==> config.mk <==
export PLATFORM = sky130hd
export DESIGN_NAME = muldiv_unit
export DESIGN_NICKNAME = d
export VERILOG_FILES = /design/src/rtl/muldiv_unit_pkg.sv /design/src/rtl/muldiv_unit_step.sv /design/src/rtl/muldiv_unit.sv
export SDC_FILE = /design/constraint.sdc
export NUM_CORES = 1
export LEC_CHECK = 0
export CORE_ASPECT_RATIO = 1.1
export CORE_MARGIN = 2
export CORE_UTILIZATION = 64
export CTS_CLUSTER_DIAMETER = 150
export CTS_CLUSTER_SIZE = 30
export DETAILED_ROUTE_END_ITERATION = 8
export HOLD_SLACK_MARGIN = 0.08
export MAX_ROUTING_LAYER = met4
export PLACE_DENSITY = 0.89
export SETUP_SLACK_MARGIN = 0.3
export SYNTH_ARGS = -nofsm -noshare
export SYNTH_HDL_FRONTEND = slang
export SYNTH_SLANG_ARGS = --single-unit
==> constraint.sdc <==
create_clock -name clk -period 5.1 [get_ports clk]
set_clock_uncertainty 0.2 [all_clocks]
set_input_delay 1.53 -clock clk [delete_from_list [all_inputs] [get_ports clk]]
set_output_delay 1.53 -clock clk [all_outputs]
set_load 0.005 [all_outputs]
==> src/rtl/muldiv_unit_pkg.sv <==
// Shared definitions for the HI/LO multiply/divide unit: op codes and FSM states.
package muldiv_unit_pkg;

  localparam int MULDIV_OP_W = 3;

  typedef enum logic [MULDIV_OP_W-1:0] {
    OP_NONE  = 3'd0,
    OP_MULT  = 3'd1,
    OP_MULTU = 3'd2,
    OP_DIV   = 3'd3,
    OP_DIVU  = 3'd4,
    OP_MTHI  = 3'd5,
    OP_MTLO  = 3'd6
  } muldiv_op_t;

  typedef enum logic [1:0] {
    MULDIV_S_IDLE = 2'd0,
    MULDIV_S_RUN  = 2'd1,
    MULDIV_S_FIX  = 2'd2
  } muldiv_state_t;

endpackage

==> src/rtl/muldiv_unit_step.sv <==
// One radix-2 iteration: shift/add multiply or restoring divide on a {upper, lower} accumulator.
module muldiv_unit_step #(
  parameter int WIDTH = 32
) (
  input  logic               i_is_div,
  input  logic [2*WIDTH-1:0] i_acc,
  input  logic [WIDTH-1:0]   i_opnd,
  output logic [2*WIDTH-1:0] o_acc,
  output logic               o_qbit
);

  logic [WIDTH:0] w_sum;
  logic [WIDTH:0] w_shift;
  logic [WIDTH:0] w_trial;

  // Divide keeps {remainder, dividend/quotient}; a clear top bit of the trial means no borrow.
  always_comb begin
    w_sum   = {1'b0, i_acc[2*WIDTH-1:WIDTH]} + (i_acc[0] ? {1'b0, i_opnd} : '0);
    w_shift = {i_acc[2*WIDTH-1:WIDTH], i_acc[WIDTH-1]};
    w_trial = w_shift - {1'b0, i_opnd};
    o_qbit  = 1'b0;
    o_acc   = {w_sum, i_acc[WIDTH-1:1]};
    if (i_is_div) begin
      o_qbit = ~w_trial[WIDTH];
      o_acc  = {(o_qbit ? w_trial[WIDTH-1:0] : w_shift[WIDTH-1:0]), i_acc[WIDTH-2:0], o_qbit};
    end
  end

endmodule

==> src/rtl/muldiv_unit.sv <==
// Iterative multiply/divide unit owning the HI/LO pair; one start per operation, WIDTH+1 cycles busy.
module muldiv_unit
  import muldiv_unit_pkg::*;
#(
  parameter int WIDTH = 32,
  parameter int CNT_W = $clog2(WIDTH + 1)
) (
  input  logic             clk,
  input  logic             res,
  input  logic             start,
  input  logic [2:0]       op,
  input  logic [WIDTH-1:0] a,
  input  logic [WIDTH-1:0] b,
  input  logic             cancel,
  output logic             busy,
  output logic             done,
  output logic             div0,
  output logic [WIDTH-1:0] hi,
  output logic [WIDTH-1:0] lo
);

  function automatic logic [WIDTH-1:0] neg_if(input logic [WIDTH-1:0] x, input logic en);
    return en ? (~x + WIDTH'(1)) : x;
  endfunction

  function automatic logic [2*WIDTH-1:0] neg2_if(input logic [2*WIDTH-1:0] x, input logic en);
    return en ? (~x + (2*WIDTH)'(1)) : x;
  endfunction

  muldiv_state_t r_state, w_state_nxt;

  logic [CNT_W-1:0]   r_cnt;
  logic [2*WIDTH-1:0] r_acc;
  logic [WIDTH-1:0]   r_opnd;
  logic               r_is_div, r_neg_q, r_neg_r, r_dz;
  logic [WIDTH-1:0]   r_hi, r_lo;
  logic               r_done, r_div0;

  logic               w_accept, w_fix, w_mt_hi, w_mt_lo;
  logic               w_signed_op, w_is_div_op, w_a_neg, w_b_neg;
  logic signed [WIDTH-1:0] w_a_s, w_b_s;
  logic [WIDTH-1:0]   w_mag_a, w_mag_b;
  logic [2*WIDTH-1:0] w_acc_nxt, w_prod;
  logic               w_qbit;
  logic [WIDTH-1:0]   w_hi_fix, w_lo_fix;

  assign w_signed_op = (op == OP_MULT) || (op == OP_DIV);
  assign w_is_div_op = (op == OP_DIV) || (op == OP_DIVU);
  assign w_a_s       = a;
  assign w_b_s       = b;
  assign w_a_neg     = w_signed_op && (w_a_s < 0);
  assign w_b_neg     = w_signed_op && (w_b_s < 0);
  assign w_mag_a     = neg_if(a, w_a_neg);
  assign w_mag_b     = neg_if(b, w_b_neg);

  muldiv_unit_step #(.WIDTH(WIDTH)) u_step (
    .i_is_div (r_is_div),
    .i_acc    (r_acc),
    .i_opnd   (r_opnd),
    .o_acc    (w_acc_nxt),
    .o_qbit   (w_qbit)
  );

  always_ff @(posedge clk or posedge res) begin
    if (res) r_state <= MULDIV_S_IDLE;
    else     r_state <= w_state_nxt;
  end

  always_comb begin
    w_state_nxt = r_state;
    w_accept    = 1'b0;
    w_fix       = 1'b0;
    w_mt_hi     = 1'b0;
    w_mt_lo     = 1'b0;
    case (r_state)
      MULDIV_S_IDLE: begin
        if (start && !cancel) begin
          case (op)
            OP_MULT, OP_MULTU, OP_DIV, OP_DIVU: begin
              w_accept    = 1'b1;
              w_state_nxt = MULDIV_S_RUN;
            end
            OP_MTHI: w_mt_hi = 1'b1;
            OP_MTLO: w_mt_lo = 1'b1;
            default: ;
          endcase
        end
      end
      MULDIV_S_RUN: begin
        if (cancel)                           w_state_nxt = MULDIV_S_IDLE;
        else if (r_cnt == CNT_W'(WIDTH - 1))  w_state_nxt = MULDIV_S_FIX;
      end
      MULDIV_S_FIX: begin
        w_fix       = !cancel;
        w_state_nxt = MULDIV_S_IDLE;
      end
      default: w_state_nxt = MULDIV_S_IDLE;
    endcase
  end

  // Sign fix-up: product/quotient negate on differing signs, remainder follows the dividend.
  always_comb begin
    w_prod   = neg2_if(r_acc, r_neg_q);
    w_hi_fix = w_prod[2*WIDTH-1:WIDTH];
    w_lo_fix = w_prod[WIDTH-1:0];
    if (r_is_div) begin
      w_hi_fix = neg_if(r_acc[2*WIDTH-1:WIDTH], r_neg_r);
      w_lo_fix = r_dz ? '1 : neg_if(r_acc[WIDTH-1:0], r_neg_q);
    end
  end

  always_ff @(posedge clk or posedge res) begin
    if (res) begin
      r_cnt    <= '0;
      r_is_div <= 1'b0;
      r_neg_q  <= 1'b0;
      r_neg_r  <= 1'b0;
      r_dz     <= 1'b0;
      r_hi     <= '0;
      r_lo     <= '0;
      r_done   <= 1'b0;
      r_div0   <= 1'b0;
    end else begin
      r_done <= 1'b0;
      r_div0 <= 1'b0;
      if (w_accept) begin
        r_cnt    <= '0;
        r_is_div <= w_is_div_op;
        r_neg_q  <= w_a_neg ^ w_b_neg;
        r_neg_r  <= w_a_neg;
        r_dz     <= w_is_div_op && (b == '0);
      end else if (r_state == MULDIV_S_RUN) begin
        r_cnt <= r_cnt + 1'b1;
      end
      if (w_mt_hi) r_hi <= a;
      if (w_mt_lo) r_lo <= a;
      if (w_fix) begin
        r_hi   <= w_hi_fix;
        r_lo   <= w_lo_fix;
        r_done <= 1'b1;
        r_div0 <= r_is_div && r_dz;
      end
    end
  end

  // Multiply starts as {0, multiplier}; divide as {0, dividend}. The step operand is the other magnitude.
  always_ff @(posedge clk) begin
    if (w_accept) begin
      r_acc  <= {{WIDTH{1'b0}}, (w_is_div_op ? w_mag_a : w_mag_b)};
      r_opnd <= w_is_div_op ? w_mag_b : w_mag_a;
    end else if (r_state == MULDIV_S_RUN) begin
      r_acc  <= w_acc_nxt;
    end
  end

  assign busy = (r_state != MULDIV_S_IDLE);
  assign done = r_done;
  assign div0 = r_div0;
  assign hi   = r_hi;
  assign lo   = r_lo;

endmodule

Yosys cells after proc, flatten, opt, wreduce, memory -nomap -nowiden
Index checks and enable logic that the tools add are counted.
{"block": "op_classes", "n_shift": 0, "eq_ne": 12, "n_addsub": 8, "n_mux": 38, "magnitude_cmp": 2, "n_reduce_logical": 16, "mul": 0, "bitwise_logic": 7, "div_mod_pow": 0}
{"cell": "2-to-1 mux 32 bit", "n": 17}
{"cell": "adder 32 x 1 -> 32 bit, second input constant", "n": 4}
{"cell": "2-to-1 mux 64 bit", "n": 2}
{"cell": "NOT 32 bit", "n": 4}
{"cell": "adder 64 x 1 -> 64 bit, second input constant", "n": 1}
{"cell": "< comparator 32 x 1 -> 1 bit, second input constant", "n": 2}
{"cell": "NOT 64 bit", "n": 1}
{"cell": "adder 32 x 32 -> 33 bit", "n": 1}
{"cell": "subtractor 33 x 32 -> 33 bit", "n": 1}
{"cell": "zero test 32 bit", "n": 1}
{"cell": "2-to-1 mux 1 bit", "n": 12}
{"cell": "2-to-1 mux 6 bit", "n": 2}
{"cell": "equality test 3 bit, second input constant", "n": 3}
{"cell": "2-to-1 mux 2 bit", "n": 4}
{"cell": "nonzero test 2 bit", "n": 4}
{"cell": "adder 6 x 1 -> 6 bit, second input constant", "n": 1}
{"cell": "equality test 3 x 2 -> 1 bit, second input constant", "n": 2}
{"cell": "equality test 6 x 5 -> 1 bit, second input constant", "n": 1}
{"cell": "logical AND 1 bit", "n": 5}
{"cell": "one-hot mux 2 bit (2 select lines)", "n": 1}
{"cell": "OR reduction 4 bit", "n": 1}
{"cell": "equality test 3 x 1 -> 1 bit, second input constant", "n": 1}
{"cell": "inequality test 3 bit, second input constant", "n": 1}
{"cell": "AND reduction 3 bit", "n": 1}
{"cell": "9 further kinds", "n": 10}
{"block": "word_totals", "n_memories": 0, "output_inout_bits": 67, "latchBits": 0, "in_bits": 71, "regBits": 174, "elab_cells": 96, "mem_bits_rw": 0, "romBits": 0}

Longest topological paths before layout
{"block": "depth", "word_depth": 6, "ltp_mapped": 14, "ltp_nobuf": 12}

By module
From an unflattened synthesis, not the netlist that was laid out.
{"block": "unflattened", "hier_cells": 1889, "hier_area_um2": 15404.8}
{"module": "muldiv_unit", "area_per_inst_um2": 10930.5, "cells_per_inst": 1255, "n_inst": 1, "seq_area_each_um2": 4514.3}
{"module": "muldiv_unit_step", "area_per_inst_um2": 4474.3, "cells_per_inst": 634, "n_inst": 1, "seq_area_each_um2": 0.0}

Least setup slack after synthesis
OpenSTA, ideal clock, no wires.
{"block": "synth_path", "kind": "input-to-reg", "startpoint": "in a[10]", "endpoint": "reg r_acc[29] (data pin)", "n_path_buf": 0, "path_slack_ns": 1.064, "setup_ns": 0.265, "required_ns": 4.635, "arrival_ns": 3.571, "stages": 9, "path_cell_list": "or4_1 > or4_4 > nor3_2 > nand2_1 > o41ai_2 > xor2_1 > a21oi_1 > o21ai_1 > o21ai_1"}
{"block": "synth_via", "elab_chain_cells": 5, "elab_cells_between_ends": 7, "classes_between": "add/sub (1); order compare (1); mux (3); bitwise (1); reduce/logical (1)"}
{"item": "start, declared", "line_no": "muldiv_unit.sv:12", "rtl": "input logic [WIDTH-1:0] a,"}
{"item": "NOT 32 bit / < comparator 32 x 1 -> 1 bit (equally long branches)", "line_no": "muldiv_unit.sv:23, muldiv_unit.sv:51"}
{"item": "adder 32 x 1 -> 32 bit / logical AND 1 bit (equally long branches)", "line_no": "muldiv_unit.sv:23, muldiv_unit.sv:51"}
{"item": "2-to-1 mux 32 bit (*)", "line_no": "muldiv_unit.sv:23", "rtl": "return en ? (~x + WIDTH'(1)) : x;"}
{"item": "2-to-1 mux 32 bit (*)", "line_no": "muldiv_unit.sv:149", "rtl": "r_acc <= {{WIDTH{1'b0}}, (w_is_div_op ? w_mag_a : w_mag_b)};"}
{"item": "2-to-1 mux 32 bit (*)", "line_no": "muldiv_unit.sv:148", "rtl": "if (w_accept) begin"}
{"item": "end signal, assigned", "line_no": "muldiv_unit.sv:149"}
{"item": "end signal, assigned", "line_no": "muldiv_unit.sv:152", "rtl": "r_acc <= w_acc_nxt;"}
{"item": "end, declared", "line_no": "muldiv_unit.sv:33", "rtl": "logic [2*WIDTH-1:0] r_acc;"}
Every way passes the cells marked *; elsewhere a longest branch is shown, timed or not.
A chain may end at the register's enable or synchronous reset.

Worst setup path after layout
{"block": "layout_path", "startpoint": "in b[10]", "endpoint": "reg r_acc[22] (data pin)"}
{"block": "layout_via", "elab_chain_cells": 5, "elab_cells_between_ends": 7, "classes_between": "add/sub (1); order compare (1); mux (3); bitwise (1); reduce/logical (1)"}
{"item": "start, declared", "line_no": "muldiv_unit.sv:13", "rtl": "input logic [WIDTH-1:0] b,"}
{"item": "NOT 32 bit / < comparator 32 x 1 -> 1 bit (equally long branches)", "line_no": "muldiv_unit.sv:23, muldiv_unit.sv:52"}
{"item": "adder 32 x 1 -> 32 bit / logical AND 1 bit (equally long branches)", "line_no": "muldiv_unit.sv:23, muldiv_unit.sv:52"}
{"item": "2-to-1 mux 32 bit (*)", "line_no": "muldiv_unit.sv:23"}
{"item": "2-to-1 mux 32 bit (*)", "line_no": "muldiv_unit.sv:149"}
{"item": "2-to-1 mux 32 bit (*)", "line_no": "muldiv_unit.sv:148"}
Marks and branches as above.

==> impl_table.tex <==
\begin{tabular}{lr}
\hline
Metric & Value \\
\hline
\multicolumn{2}{l}{\textbf{Run status}} \\
Outcome & finished with violations \\
Violated checks & DRC \\
\multicolumn{2}{l}{\textbf{Synth}} \\
Cell type with the highest aggregate area in the netlist & sky130\_fd\_sc\_hd\_\_dfrtp\_1 \\
Dominant combinational cell family by area after synthesis & compound AO/OA/AOI/OAI gates \\
Commonest cells in the netlist & sky130\_fd\_sc\_hd\_\_nand2\_1, sky130\_fd\_sc\_hd\_\_o21ai\_0, sky130\_fd\_sc\_hd\_\_a21oi\_1, sky130\_fd\_sc\_hd\_\_nor2\_1, sky130\_fd\_sc\_hd\_\_mux2i\_1 \\
Cell variety after synth & 83 \\
Ys Warns & 0 \\
Share of the synthesized area in the top cell type & 13.2\% \\
Post-synth design cell area & 14700 um\^{}2 \\
Async set-reset flop share out of synthesis & 44.8\% \\
Dominant cells by area after synthesis & sky130\_fd\_sc\_hd\_\_dfrtp\_1, sky130\_fd\_sc\_hd\_\_edfxtp\_1, sky130\_fd\_sc\_hd\_\_mux2i\_1 \\
Most common flop cell mapped by yosys & sky130\_fd\_sc\_hd\_\_dfrtp\_1 \\
XOR/XNOR share of the synthesized area & 9.40\% \\
Synthesized flop and latch total & 174 \\
Mux cell area share after synthesis & 8.32\% \\
Sequential area share after synthesis & 30.6\% \\
Most common cell in the synthesized netlist & sky130\_fd\_sc\_hd\_\_nand2\_1 \\
Synth Net Count & 1917 \\
Simple-gate portion of the synthesized area & 18.1\% \\
Adder and majority gate portion of the synthesized area & 6.13\% \\
Post-synthesis compound-gate area fraction & 22.9\% \\
Cell count after synthesis & 1775 \\
Count of flip-flops with a built-in enable after synthesis & 64 \\
Mean area per synthesized cell & 8.30 um\^{}2 \\
\multicolumn{2}{l}{\textbf{Timing}} \\
Final Hold Viols & 0 \\
Setup repair after global routing missed its margin & false \\
Time the final worst path needs with I/O delays and setup & 4.54 ns \\
Least-Margin Pin Slew & 0.926 ns \\
Worst slew margin & 38.3\% \\
Total negative slack for setup checks & 0 ns \\
Crit share post-route & 89.1\% \\
Final Max Tran Viols & 0 \\
Top achievable clock speed & 220 MHz \\
Setup violators final & 0 \\
\multicolumn{2}{l}{\textbf{Floorplan}} \\
Ports & 138 \\
Die Span X & 149 um \\
Core ar. & 22700 um\^{}2 \\
Initial core utilization & 64.9\% \\
Die area & 24200 um\^{}2 \\
Number of core rows & 58 \\
Die Y & 163 um \\
\multicolumn{2}{l}{\textbf{GRT}} \\
Vias in the first global route & 14100 \\
GR Overflow Total & 0 \\
Antenna violations before repair & 3 \\
Global-route wire length before repair & 75400 um \\
Pin count of the biggest net entering global routing & 72 \\
Gr usage total & 40.6\% \\
\multicolumn{2}{l}{\textbf{Final layout}} \\
Area overhead of the layout relative to synthesis & 15.3\% \\
Final core utilization & 74.8\% \\
Net count of the finished layout & 2010 \\
Cell area after layout & 17000 um\^{}2 \\
Share of final-layout standard cells stronger than drive strength 1 & 5.74\% \\
\multicolumn{2}{l}{\textbf{Routing}} \\
DRT antenna net count & 0 \\
Vias per Instance & 6.79 \\
Vias & 14800 \\
Final Routed Wirelength & 48200 um \\
Total DRC errors in the routed layout & 9 \\
Drt pass-1 iters & 9 \\
DRC violation total after the first TritonRoute iteration & 2009 \\
Average wire per standard cell & 22.1 um \\
\multicolumn{2}{l}{\textbf{Worst setup path}} \\
Endpoint type of the worst setup path & register \\
Critical path arrival & 4.49 ns \\
Element type at the critical path start & input pin \\
Slowest stage cell, crit path & sky130\_fd\_sc\_hd\_\_or4\_1 \\
Critical path, cell by cell & clkdlybuf4s50\_1, or4\_1, nor4\_1, and4b\_1, nand2\_1, o21ai\_0, xor2\_1, nand2\_1, o211ai\_1, o21ai\_0 \\
Endpoint required time on the critical path & 5.05 ns \\
CP peak stage delay & 0.61 ns \\
Crit path max fanout & 5 \\
Category of cells accounting for the largest share of critical-path delay & simple AND/OR/NAND/NOR gates \\
Critical path class & in -> reg \\
WP buf/inv & 1 \\
\multicolumn{2}{l}{\textbf{Power}} \\
PwrDens & 468 nW/um\^{}2 \\
Worst supply voltage drop on vdd & 0.320 mV \\
Leakage power & 6.89 nW \\
\multicolumn{2}{l}{\textbf{Clocking}} \\
Number of H-tree levels & 4 \\
Post-CTS Setup Bufs & 0 \\
TritonCTS clock tree & done \\
Resize count post-CTS & 0 \\
Total clock buffers created by CTS & 17 \\
Skew-Pair Late Insertion Delay & 0.44 ns \\
Root buffer cell & sky130\_fd\_sc\_hd\_\_clkbuf\_16 \\
Total number of clock tree sinks & 174 \\
Worst-path clk slew & 0.08 ns \\
Cts-stage hold buffer count & 0 \\
Longest Clk Path Bufs & 2 \\
\multicolumn{2}{l}{\textbf{Placement}} \\
Final Wtd Congestion & 0.994 \\
DPL Wire Length & 35500 um \\
Post-place instance area & 16400 um\^{}2 \\
Input/output buffers & 137 \\
\multicolumn{2}{l}{\textbf{Min path}} \\
Worst hold path type & reg -> reg \\
\multicolumn{2}{l}{\textbf{Job}} \\
Number of maximum-capacitance violations & 0 \\
\hline
\end{tabular}
-- routing by layer --
layer	track usage, %	wire (um)	vias up
met1	53.4	18900	6944
met5	-	0	-
li1	-	-	6716
met3	5.95	5120	180
met2	63.1	22100	994
met4	16.9	2040	0
-- worst min-delay path, cell delays in order, from the launching register on --
cell                      delay (ns)
sky130_fd_sc_hd__dfrtp_1        0.34
sky130_fd_sc_hd__nand2_1        0.05
sky130_fd_sc_hd__nand2_1        0.05
-- state kept, by name, indices dropped and copies added (netlist names) --
| name | count |
|---|---|
| div0 | 1 |
| done | 1 |
| hi | 32 |
| lo | 32 |
| r_acc | 64 |
| r_cnt | 6 |
| r_dz | 1 |
| r_is_div | 1 |
| r_neg_q | 1 |
| r_neg_r | 1 |
| r_opnd | 32 |
| r_state | 2 |
-- metrics by stage --
step	cells	power [W]	worst slack (ns)	hold slack [ns]
after floorplan	1775	0.00526	1.06	0.242
final	2184	0.00795	0.558	0.279
after global placement	2149	0.00636	0.296	0.254
after global routing	2184	0.00842	0.441	0.301
after detailed placement	2149	0.00648	0.211	0.268
after CTS	2181	0.00781	0.620	0.284
-- layout make-up --
class                           instances  area (um^2)
Inverter                               67          253
Multi-Input combinational cell       1431         9580
Antenna cell                            3         7.51
Clock buffer                           20          479
Sequential cell                       174         4520
Tap cell                              300          375
Clock inverter                         12         96.3
Timing Repair Buffer                  177         1680
Fill cell                            1659         5730
-- placed cells by master, fill, tap and decap left out, types with 6 or more instances in the layout --
cell / n
sky130_fd_sc_hd__nand2_1: 175
sky130_fd_sc_hd__o21ai_0: 170
sky130_fd_sc_hd__clkdlybuf4s50_1: 137
sky130_fd_sc_hd__a21oi_1: 134
sky130_fd_sc_hd__nor2_1: 125
sky130_fd_sc_hd__mux2i_1: 118
sky130_fd_sc_hd__xnor2_1: 79
sky130_fd_sc_hd__dfrtp_1: 77
sky130_fd_sc_hd__xor2_1: 75
sky130_fd_sc_hd__ha_1: 69
sky130_fd_sc_hd__inv_1: 64
sky130_fd_sc_hd__edfxtp_1: 64
sky130_fd_sc_hd__nand3_1: 50
sky130_fd_sc_hd__nor3_1: 39
sky130_fd_sc_hd__buf_4: 39
sky130_fd_sc_hd__dfxtp_1: 32
sky130_fd_sc_hd__a221oi_1: 27
sky130_fd_sc_hd__a31oi_1: 24
sky130_fd_sc_hd__or3_1: 24
sky130_fd_sc_hd__o31ai_1: 23
sky130_fd_sc_hd__nand2b_1: 21
sky130_fd_sc_hd__nor2b_1: 20
sky130_fd_sc_hd__clkbuf_16: 19
sky130_fd_sc_hd__a21o_1: 18
sky130_fd_sc_hd__o21ai_1: 17
sky130_fd_sc_hd__a211oi_1: 17
sky130_fd_sc_hd__and3_1: 15
sky130_fd_sc_hd__nor4_1: 12
sky130_fd_sc_hd__a22oi_1: 12
sky130_fd_sc_hd__or4_1: 11
sky130_fd_sc_hd__and2_1: 11
sky130_fd_sc_hd__o221ai_1: 9
sky130_fd_sc_hd__o41ai_1: 8
sky130_fd_sc_hd__o211ai_1: 8
sky130_fd_sc_hd__o21bai_1: 8
sky130_fd_sc_hd__nand4_1: 7
sky130_fd_sc_hd__nand3b_1: 7
sky130_fd_sc_hd__o31a_1: 6
sky130_fd_sc_hd__o21a_1: 6
-- logic make-up after synthesis --
family / after synthesis
xor+xnor: 156
compound gates: 536
simple gates: 546
flops: 174
mux: 122
fa+ha+maj: 71
buf+inv: 170
-- path summary, 6_finish.rpt --
path	from	end	slack (ns)	cells after the start
worst max register to register	r_acc[0]	r_acc[63]	0.89	13
worst min register to register	lo[1]	lo[1]	0.28	2
min in group asynchronous	res	lo[26]	1.23	2
max in group asynchronous	res	done	2.72	3
worst max-delay path	b[10]	r_acc[22]	0.56	10
worst min-delay path	lo[1]	lo[1]	0.28	2
-- report_power, final --
group	switching, W	internal [W]	leakage [nW]
clock network	0.000617	0.000695	0.289
registers	0.000585	0.00182	1.85
logic	0.00234	0.00189	4.75
Note: power is estimated with default switching activity, not from simulation.
